==> config.mk <==
export PLATFORM = sky130hd
export DESIGN_NAME = wb_pipe_stage
export DESIGN_NICKNAME = d
export VERILOG_FILES = /design/src/rtl/wb_pipe_stage.sv
export SDC_FILE = /design/constraint.sdc
export NUM_CORES = 1
export LEC_CHECK = 0
export CAP_MARGIN = 0
export CORE_MARGIN = 2
export CORE_UTILIZATION = 38
export CTS_BUF_LIST = sky130_fd_sc_hd__clkbuf_16
export DETAILED_ROUTE_END_ITERATION = 10
export GPL_TIMING_DRIVEN = 0
export PLACE_DENSITY = 0.77
export SLEW_MARGIN = 30
export SYNTH_ARGS = -nofsm -noshare
export SYNTH_HDL_FRONTEND = slang
export SYNTH_SLANG_ARGS = --single-unit
==> constraint.sdc <==
create_clock -name clk -period 2.2 [get_ports clk]
set_clock_uncertainty 0.05 [all_clocks]
set_input_delay 0.33 -clock clk [delete_from_list [all_inputs] [get_ports clk]]
set_output_delay 0.33 -clock clk [all_outputs]
set_load 0.03 [all_outputs]
==> src/rtl/wb_pipe_stage.sv <==
// -----------------------------------------------------------------------------
// wb_pipe_stage
//
// Write-back pipeline register for an in-order core. The memory-stage bundle
// travels through DEPTH cascaded slices; the last slice drives the write-back
// outputs. The block also produces the write-back result mux and the
// forwarding match flags toward the execute stage, and counts retired
// instructions.
//
// Parameters
//   WIDTH  data-path width
//   DEPTH  number of cascaded slices, legal range 1..4
//   REGW   register-index width
//
// Ports
//   clk, rst                  clock, synchronous active-high reset
//   StallW                    hold every slice and the retire counter
//   FlushW                    load a bubble into slice 0
//   ValidM, RegWriteM,
//   MemtoRegM, ReadDataM,
//   ALUOutM, WriteRegM        memory-stage bundle entering slice 0
//   RsE, RtE                  execute-stage source indices
//   ValidW, RegWriteW,
//   MemtoRegW, ReadDataW,
//   ALUOutW, WriteRegW        final-slice bundle
//   ResultW                   selected write-back value
//   FwdRsW, FwdRtW            write-back forwarding matches for RsE / RtE
//   RetireCount               retired-instruction counter (wraps)
// -----------------------------------------------------------------------------
module wb_pipe_stage #(
   parameter int WIDTH = 32,
   parameter int DEPTH = 1,
   parameter int REGW  = 5
) (
   input  logic             clk,
   input  logic             rst,
   input  logic             StallW,
   input  logic             FlushW,
   input  logic             ValidM,
   input  logic             RegWriteM,
   input  logic             MemtoRegM,
   input  logic [WIDTH-1:0] ReadDataM,
   input  logic [WIDTH-1:0] ALUOutM,
   input  logic [REGW-1:0]  WriteRegM,
   input  logic [REGW-1:0]  RsE,
   input  logic [REGW-1:0]  RtE,
   output logic             ValidW,
   output logic             RegWriteW,
   output logic             MemtoRegW,
   output logic [WIDTH-1:0] ReadDataW,
   output logic [WIDTH-1:0] ALUOutW,
   output logic [WIDTH-1:0] ResultW,
   output logic [REGW-1:0]  WriteRegW,
   output logic             FwdRsW,
   output logic             FwdRtW,
   output logic [31:0]      RetireCount
);

   typedef struct packed {
      logic             valid;
      logic             reg_write;
      logic             mem_to_reg;
      logic [WIDTH-1:0] read_data;
      logic [WIDTH-1:0] alu_out;
      logic [REGW-1:0]  write_reg;
   } slice_t;

   slice_t      slice_q [DEPTH];
   slice_t      slice_d [DEPTH];
   slice_t      last_slice;
   logic [31:0] retire_q;
   logic [31:0] retire_d;
   logic        reg_write_w;

   assign last_slice = slice_q[DEPTH-1];

   // Next-state: hold by default, shift when not stalled. Flush only touches
   // slice 0 and wins over the stall, so a stalled flush bubbles slice 0 while
   // the downstream slices keep their contents.
   always_comb begin
      for (int k = 0; k < DEPTH; k++) begin
         slice_d[k] = slice_q[k];
      end
      retire_d = retire_q;

      if (!StallW) begin
         for (int k = 1; k < DEPTH; k++) begin
            slice_d[k] = slice_q[k-1];
         end
         slice_d[0].valid      = ValidM;
         slice_d[0].reg_write  = RegWriteM;
         slice_d[0].mem_to_reg = MemtoRegM;
         slice_d[0].read_data  = ReadDataM;
         slice_d[0].alu_out    = ALUOutM;
         slice_d[0].write_reg  = WriteRegM;

         // An instruction retires on the edge that moves it out of the
         // final slice.
         if (last_slice.valid) begin
            retire_d = retire_q + 32'd1;
         end
      end

      if (FlushW) begin
         slice_d[0] = '0;
      end
   end

   always_ff @(posedge clk) begin
      if (rst) begin
         for (int k = 0; k < DEPTH; k++) begin
            slice_q[k] <= '0;
         end
         retire_q <= '0;
      end else begin
         for (int k = 0; k < DEPTH; k++) begin
            slice_q[k] <= slice_d[k];
         end
         retire_q <= retire_d;
      end
   end

   // Register 0 is hard-wired, and bubbles must never write, so the stored
   // write enable is qualified by both.
   assign reg_write_w = last_slice.reg_write & last_slice.valid &
                        (last_slice.write_reg != '0);

   assign ValidW      = last_slice.valid;
   assign RegWriteW   = reg_write_w;
   assign MemtoRegW   = last_slice.mem_to_reg;
   assign ReadDataW   = last_slice.read_data;
   assign ALUOutW     = last_slice.alu_out;
   assign WriteRegW   = last_slice.write_reg;
   assign RetireCount = retire_q;

   always_comb begin
      ResultW = last_slice.alu_out;
      if (last_slice.mem_to_reg) begin
         ResultW = last_slice.read_data;
      end
   end

   assign FwdRsW = reg_write_w & (last_slice.write_reg == RsE);
   assign FwdRtW = reg_write_w & (last_slice.write_reg == RtE);

endmodule

# After elaboration in Yosys (flattened, before gate mapping)
# Memories as Yosys holds them, arrays and structs flattened.
# Index checks and enable logic that the tools add are counted.
[op_classes]
addsub = 1
reduce_logical = 3
n_mul = 0
n_lt_le_gt_ge = 0
div_mod_pow = 0
eq_ne = 2
bitwise_logic = 5
n_shift = 0
n_mux = 8
[ops]
columns = ["cell", "n"]
rows = [
  ["$mux 72", 3],
  ["$reduce_or 72->1", 1],
  ["$add 32x1->32 const B", 1],
  ["$mux 32", 1],
  ["$eq 5x5->1", 2],
  ["$reduce_bool 5->1", 1],
  ["$and 1x1->1", 4],
  ["$mux 1", 4],
  ["$reduce_and 2->1", 1],
  ["$not 1->1", 1],
]
[totals]
word_cells = 21
mem_bits_ro = 0
output_inout_bits = 138
latch_bits = 0
memories = 1
ram_bits = 72
register_bits = 32
[memory_table]
columns = ["name", "words", "width", "rd", "rd_clocked_by_memory_dff", "wr", "line", "source"]
rows = [
  ["slice_q", 1, 72, 1, 0, 1, "68", "slice_t slice_q [DEPTH];"],
]

# Logic depth before layout (Yosys ltp)
# Gate-level depths: netlist (run 1).
[logic_depth]
word_depth = 3
depth_mapped = 7
ltp_nobuf = 5

# Worst setup path before layout (run 1)
# Ideal clock, no wire load.
[synth_timing]
path_type = "register -> register"
startpoint = "register retire_q[0] (netlist: RetireCount[0])"
endpoint = "register retire_q[30] (netlist: RetireCount[30])"
path_stages_with_launch = 7
setup_time_ns = 0.070
arrival_time_ns = 2.194
t_required_ns = 2.080
slack_ns = -0.114
cell_sequence = "dfxtp_1 -> ha_1 -> nand3b_1 -> or4_1 -> buf_2 -> or4_1 -> a21oi_1"
[synth_between]
elab_chain_cells = 1
[synth_lines]
columns = ["element", "line", "source"]
rows = [
  ["start, declared", "71", "logic [31:0] retire_q;"],
  ["start signal, assigned", "119", "retire_q <= retire_d;"],
  ["$add 32x1->32", "100", "retire_d = retire_q + 32'd1;"],
]
# Every way passes these cells.
# A chain may end at the register's enable or synchronous reset.

==> flow_summary.ini, run 1 <==
[clock_tree]
clk_path_buf_depth = 2
cts_tree = built
clk_pin_slew_ps = 70
ctsHoldBuffers = 0
htree_num_levels = 3
root_buffer = clkbuf_16
clk_latency_ps = 340
cts.sinks = 104
cts_buffers = 9

[timing]
rsz0062_at_grt = true
setup_viol = 0
fin_crit_ps = 2180
maxSlewHeadroom = 0.506
setup_ws_ps = 21.4
fmax_mhz = 459
min_period_over_period = 0.990
setup_tns_ps = 0
tightestPinTransition_ps = 741
finalHoldViolations = 0
slew_viol_final = 0
fin_hold_ws_ps = 231

[finish]
final_common_cell = clkdlybuf4s50_1
final_cell_mix = 189 x clkdlybuf4s50_1, 93 x dfxtp_1, 83 x nor2_1, 79 x buf_4, 73 x mux2i_1
insertedDiodeCount = 0
fin_nets = 849
fillers = 1150
syn_to_final_growth_pct = 54.7
stdcell_area_um2 = 7740
drive_above_1_share = 0.189

[global_routing]
met1_usage = 0.227
grt_start_max_net_pins = 17
grt_pass1_wl_um = 23900
grt_use_total = 0.211
grt_pass1_vias = 4734
antenna_found_initial = 0
grt_remaining_overflow = 0
use_met3 = 0.0965
grt_use_met2 = 0.378
grt.busiest_layer = met2

[synth]
synth_xor_area_frac = 0.0350
ys.flop_type = dfxtp_1
synthesis.area_um2 = 5000
syn_inst = 527
synthArstFlopShare = 0
synth_edf_count = 0
synth_top_family_by_area = multiplexers
yosysSeqAreaShare = 0.416
syn_avg_cell_area_um2 = 9.49
synthMuxAreaShare = 0.218
synth_fa_ha_area_frac = 0.00250
yosysWarnings = 0
synthSimpleGateAreaFrac = 0.150
synth_compound_area_frac = 0.0500
ys_types = 31
synth_nets = 614
synth_seq_cells = 104

[worst_hold_path]
hp-class = input port to register
holdPathStages = 2

[power]
p_total_mw = 4.11
irDropWorstVdd_mv = 0.335
p_leak_nw = 3.28
power.density_nw_per_um2 = 531

[detailed_routing]
drtIter0Drc = 299
wl_um = 15000
wl_per_cell_um = 16.0
vias = 4559
postRouteAntennaNets = 0
drc_errors = 0
vias_per_cell = 4.86
drt_pass1_iterations = 6

[die]
core_area_um2 = 12700
initial_core_util = 0.393
pin_count = 224
rows = 41
die_h_um = 119
die_area_um2 = 14100
die_w_um = 119

[critical_path]
rr_worst_depth = 6
start_kind = register
worstSetupPathType = register to output pin
critPathRequiredTime_ps = 1820
worstPathMaxFanout = 4
crit_arrival_ps = 1800
setup.worst_path.end_class = output pin

[placed_design]
hpwl_um = 11700
gp_congestion = 0.832
port_buffers = 222
pre_cts_ws_ps = -545
placedInstanceArea_um2 = 7440

[outcome]
status = complete, no violations

[job]
cap_violations = 0
synthesized netlist by cell type, drive strengths merged, types with 9 or more instances:
master,n,area share
clkbuf,19,0.014
xnor2,10,0.018
nor2,83,0.062
xor2,10,0.018
nand2,14,0.011
dfxtp,104,0.42
a21oi,21,0.021
or4,15,0.023
o31ai,13,0.020
mux2,32,0.072
nand4,9,0.013
buf,79,0.11
mux2i,73,0.15
sequential cells by signal, summed over array words and instances (netlist names):
signal,cells
RetireCount,32
slice_q,72
worst max-delay path, stage by stage (launching register included):
cell      delay [ps]
dfxtp_4          360
or4_1            490
o211ai_1         310
nor4_1           120
buf_4            180
final timing paths:
path | startpoint | end | slack (ps)
setup / recovery | slice_q[0][2] | FwdRtW | 20
hold / removal | rst | RetireCount[14] | 230
setup reg to reg | RetireCount[0] | RetireCount[24] | 80
hold reg to reg | RetireCount[31] | RetireCount[31] | 450
power by group:
group / switching, mW / leakage (nW) / internal [mW]
clock network: 0.696 / 0.132 / 0.756
registers: 0.0386 / 0.850 / 1.92
logic: 0.319 / 2.30 / 0.372
total: 1.05 / 3.28 / 3.05
logic make-up (layout without fill, tap and decap cells):
logic type / count (synthesis) / count (layout)
AOI/OAI and AO/OA: 43 / 43
xor gates and xnor gates: 20 / 20
adders and majority gates: 1 / 1
buffers and inverters: 100 / 340
DFF: 104 / 104
muxes: 105 / 105
and+or+nand+nor: 154 / 154
metrics by stage:
stage           util  std cells
3_3_place_gp   0.585        921
4_1_cts        0.604        936
6_report       0.608        939
3_5_place_dp   0.585        921
2_1_floorplan      -        527
5_1_grt        0.608        939
per-layer routing:
metal  vias up  part of all wire
met3        18              0.10
met1      2143              0.38
met4         0             0.014
li1       2220                 -
met2       178              0.50
met5         -                 0
final cells by class:
cell class | instances | area, um2 | area share
Sequential cell | 104 | 2100 | 0.272
Clock buffer | 9 | 225 | 0.0291
Inverter | 2 | 7.51 | 0.000970
Clock inverter | 7 | 38.8 | 0.00501
Multi-Input combinational cell | 323 | 2290 | 0.296
Buffer | 96 | 643 | 0.0831
Timing Repair Buffer | 226 | 2210 | 0.286
Tap cell | 172 | 215 | 0.0278
repair_timing:
action,CTS,global route
hold endpoints to repair,0,0
setup buffers,1,3
pin swaps,3,2
endpoints found under the setup margin,51,74
resized for setup,61,20
Power figures use the tool's default switching activity.
==> inputs of run 2 (changes only) <==
--- a/config.mk
+++ b/config.mk
@@ -16,3 +16,4 @@
 export SYNTH_ARGS = -nofsm -noshare
 export SYNTH_HDL_FRONTEND = slang
 export SYNTH_SLANG_ARGS = --single-unit
+export TNS_END_PERCENT = 50
==> run 2 against run 1 <==
Critical path depth unchanged. Power down 0.17%. Clock power about the same. Sequential share of layout area up 0.12 points. Sequential power about the same. Final area down 0.27%. Routed wire length down 0.79%. Sequential cell count unchanged. Largest cell class unchanged.
==> flow_summary.ini, run 2 (synthesized netlist as in run 1, its figures left out) <==
[die]
rows = 41
die_h_um = 119
die_w_um = 119
pin_count = 224
core_area_um2 = 12700
die_area_um2 = 14100
initial_core_util = 0.393

[critical_path]
start_kind = register
worstSetupPathType = register to output pin
worstPathMaxFanout = 4
rr_worst_depth = 6
critPathRequiredTime_ps = 1820
crit_arrival_ps = 1780
setup.worst_path.end_class = output pin

[finish]
post-route-util = 0.606
stdcell_area_um2 = 7710
drive_above_1_share = 0.185
final_common_cell = clkdlybuf4s50_1
largest_reg_flops = 72
regMostFlops = slice_q
fillers = 1156
final_cell_mix = 189 x clkdlybuf4s50_1, 92 x dfxtp_1, 83 x nor2_1, 77 x buf_4, 73 x mux2i_1
insertedDiodeCount = 0
syn_to_final_growth_pct = 54.3
fin_nets = 849

[timing]
setup_tns_ps = 0
tightestPinTransition_ps = 784
slew_viol_final = 0
fin_crit_ps = 2160
finalHoldViolations = 0
min_period_over_period = 0.980
fmax_mhz = 464
maxSlewHeadroom = 0.477
setup_viol = 0
rsz0062_at_grt = true

[detailed_routing]
vias = 4559
wl_per_cell_um = 15.9
vias_per_cell = 4.86
drtIter0Drc = 336
wl_um = 14900
postRouteAntennaNets = 0
drc_errors = 0
drt_pass1_iterations = 4

[placed_design]
hpwl_um = 11700
gp_congestion = 0.832
port_buffers = 222
placedInstanceArea_um2 = 7440

[clock_tree]
ctsHoldBuffers = 0
cts_tree = built
cts_buffers = 9
root_buffer = clkbuf_16
clk_path_buf_depth = 2
clk_latency_ps = 340
clk_pin_slew_ps = 70
htree_num_levels = 3
cts.sinks = 104

[global_routing]
antenna_found_initial = 0
grt_pass1_wl_um = 23900
grt_start_max_net_pins = 17
grt_pass1_vias = 4746
grt_use_total = 0.211
grt_remaining_overflow = 0

[worst_hold_path]
hp-class = input port to register
holdPathStages = 2

[power]
p_leak_nw = 3.26
power.density_nw_per_um2 = 531
irDropWorstVdd_mv = 0.333

[outcome]
status = complete, no violations

[job]
cap_violations = 0
==> run 2: cell types whose count changed in the layout (fill, tap and decap cells not counted), sizes merged <==
cell and change:
buf +1, clkbuf -1, dlygate4sd2 +1, dlymetal6s2s -1
==> run 2: stage by stage <==
step	instances	worst slack (ps)	hold WS (ps)	total power, mW
after floorplan	527	1.31	414	2.38
after global placement	921	-430	420	2.70
after detailed placement	921	-545	441	2.71
after CTS	936	-109	218	4.14
after global routing	939	-20.2	246	4.26
final	939	43.9	232	4.10
==> run 2: final timing paths <==
kind,from,to,slack (ps)
max,slice_q[0][2],FwdRtW,40
min reg2reg,RetireCount[31],RetireCount[31],450
min,rst,RetireCount[14],230
max reg2reg,slice_q[0][71],RetireCount[29],80
==> run 2: final cells by class <==
type | instances | area, um2 | share of cell area
multi-input cells | 323 | 2280 | 0.296
well taps | 172 | 215 | 0.0279
clock buffers | 9 | 225 | 0.0292
flip-flops and latches | 104 | 2100 | 0.273
inverters | 2 | 7.51 | 0.000973
plain buffers | 97 | 642 | 0.0832
repair buffers | 225 | 2200 | 0.285
clock inverters | 7 | 38.8 | 0.00503
==> run 2: timing repair <==
item,4_1_cts,5_1_grt
pin swaps,1,1
setup endpoints to repair,51,22
buffers inserted,0,3
gates resized for setup,51,23
==> run 2: layer usage <==
layer	share of wire	vias to the layer above	wire length [um]	GRT usage
li1	-	2226	-	-
met1	0.38	2134	5660	0.226
met2	0.50	183	7520	0.378
met3	0.10	16	1560	0.0975
met4	0.013	0	193	0.0461
met5	0	-	0	0
==> run 2: worst max-delay path, cell delays in order, from the launching register on <==
cell and delay, ps:
dfxtp_4 360, or4_1 490, o211ai_1 290, nor4_1 120
buf_4 180
==> run 2: report_power, final <==
group          internal (mW)  switching (mW)
sequential              1.92          0.0383
clock                  0.756           0.693
combinational          0.371           0.317
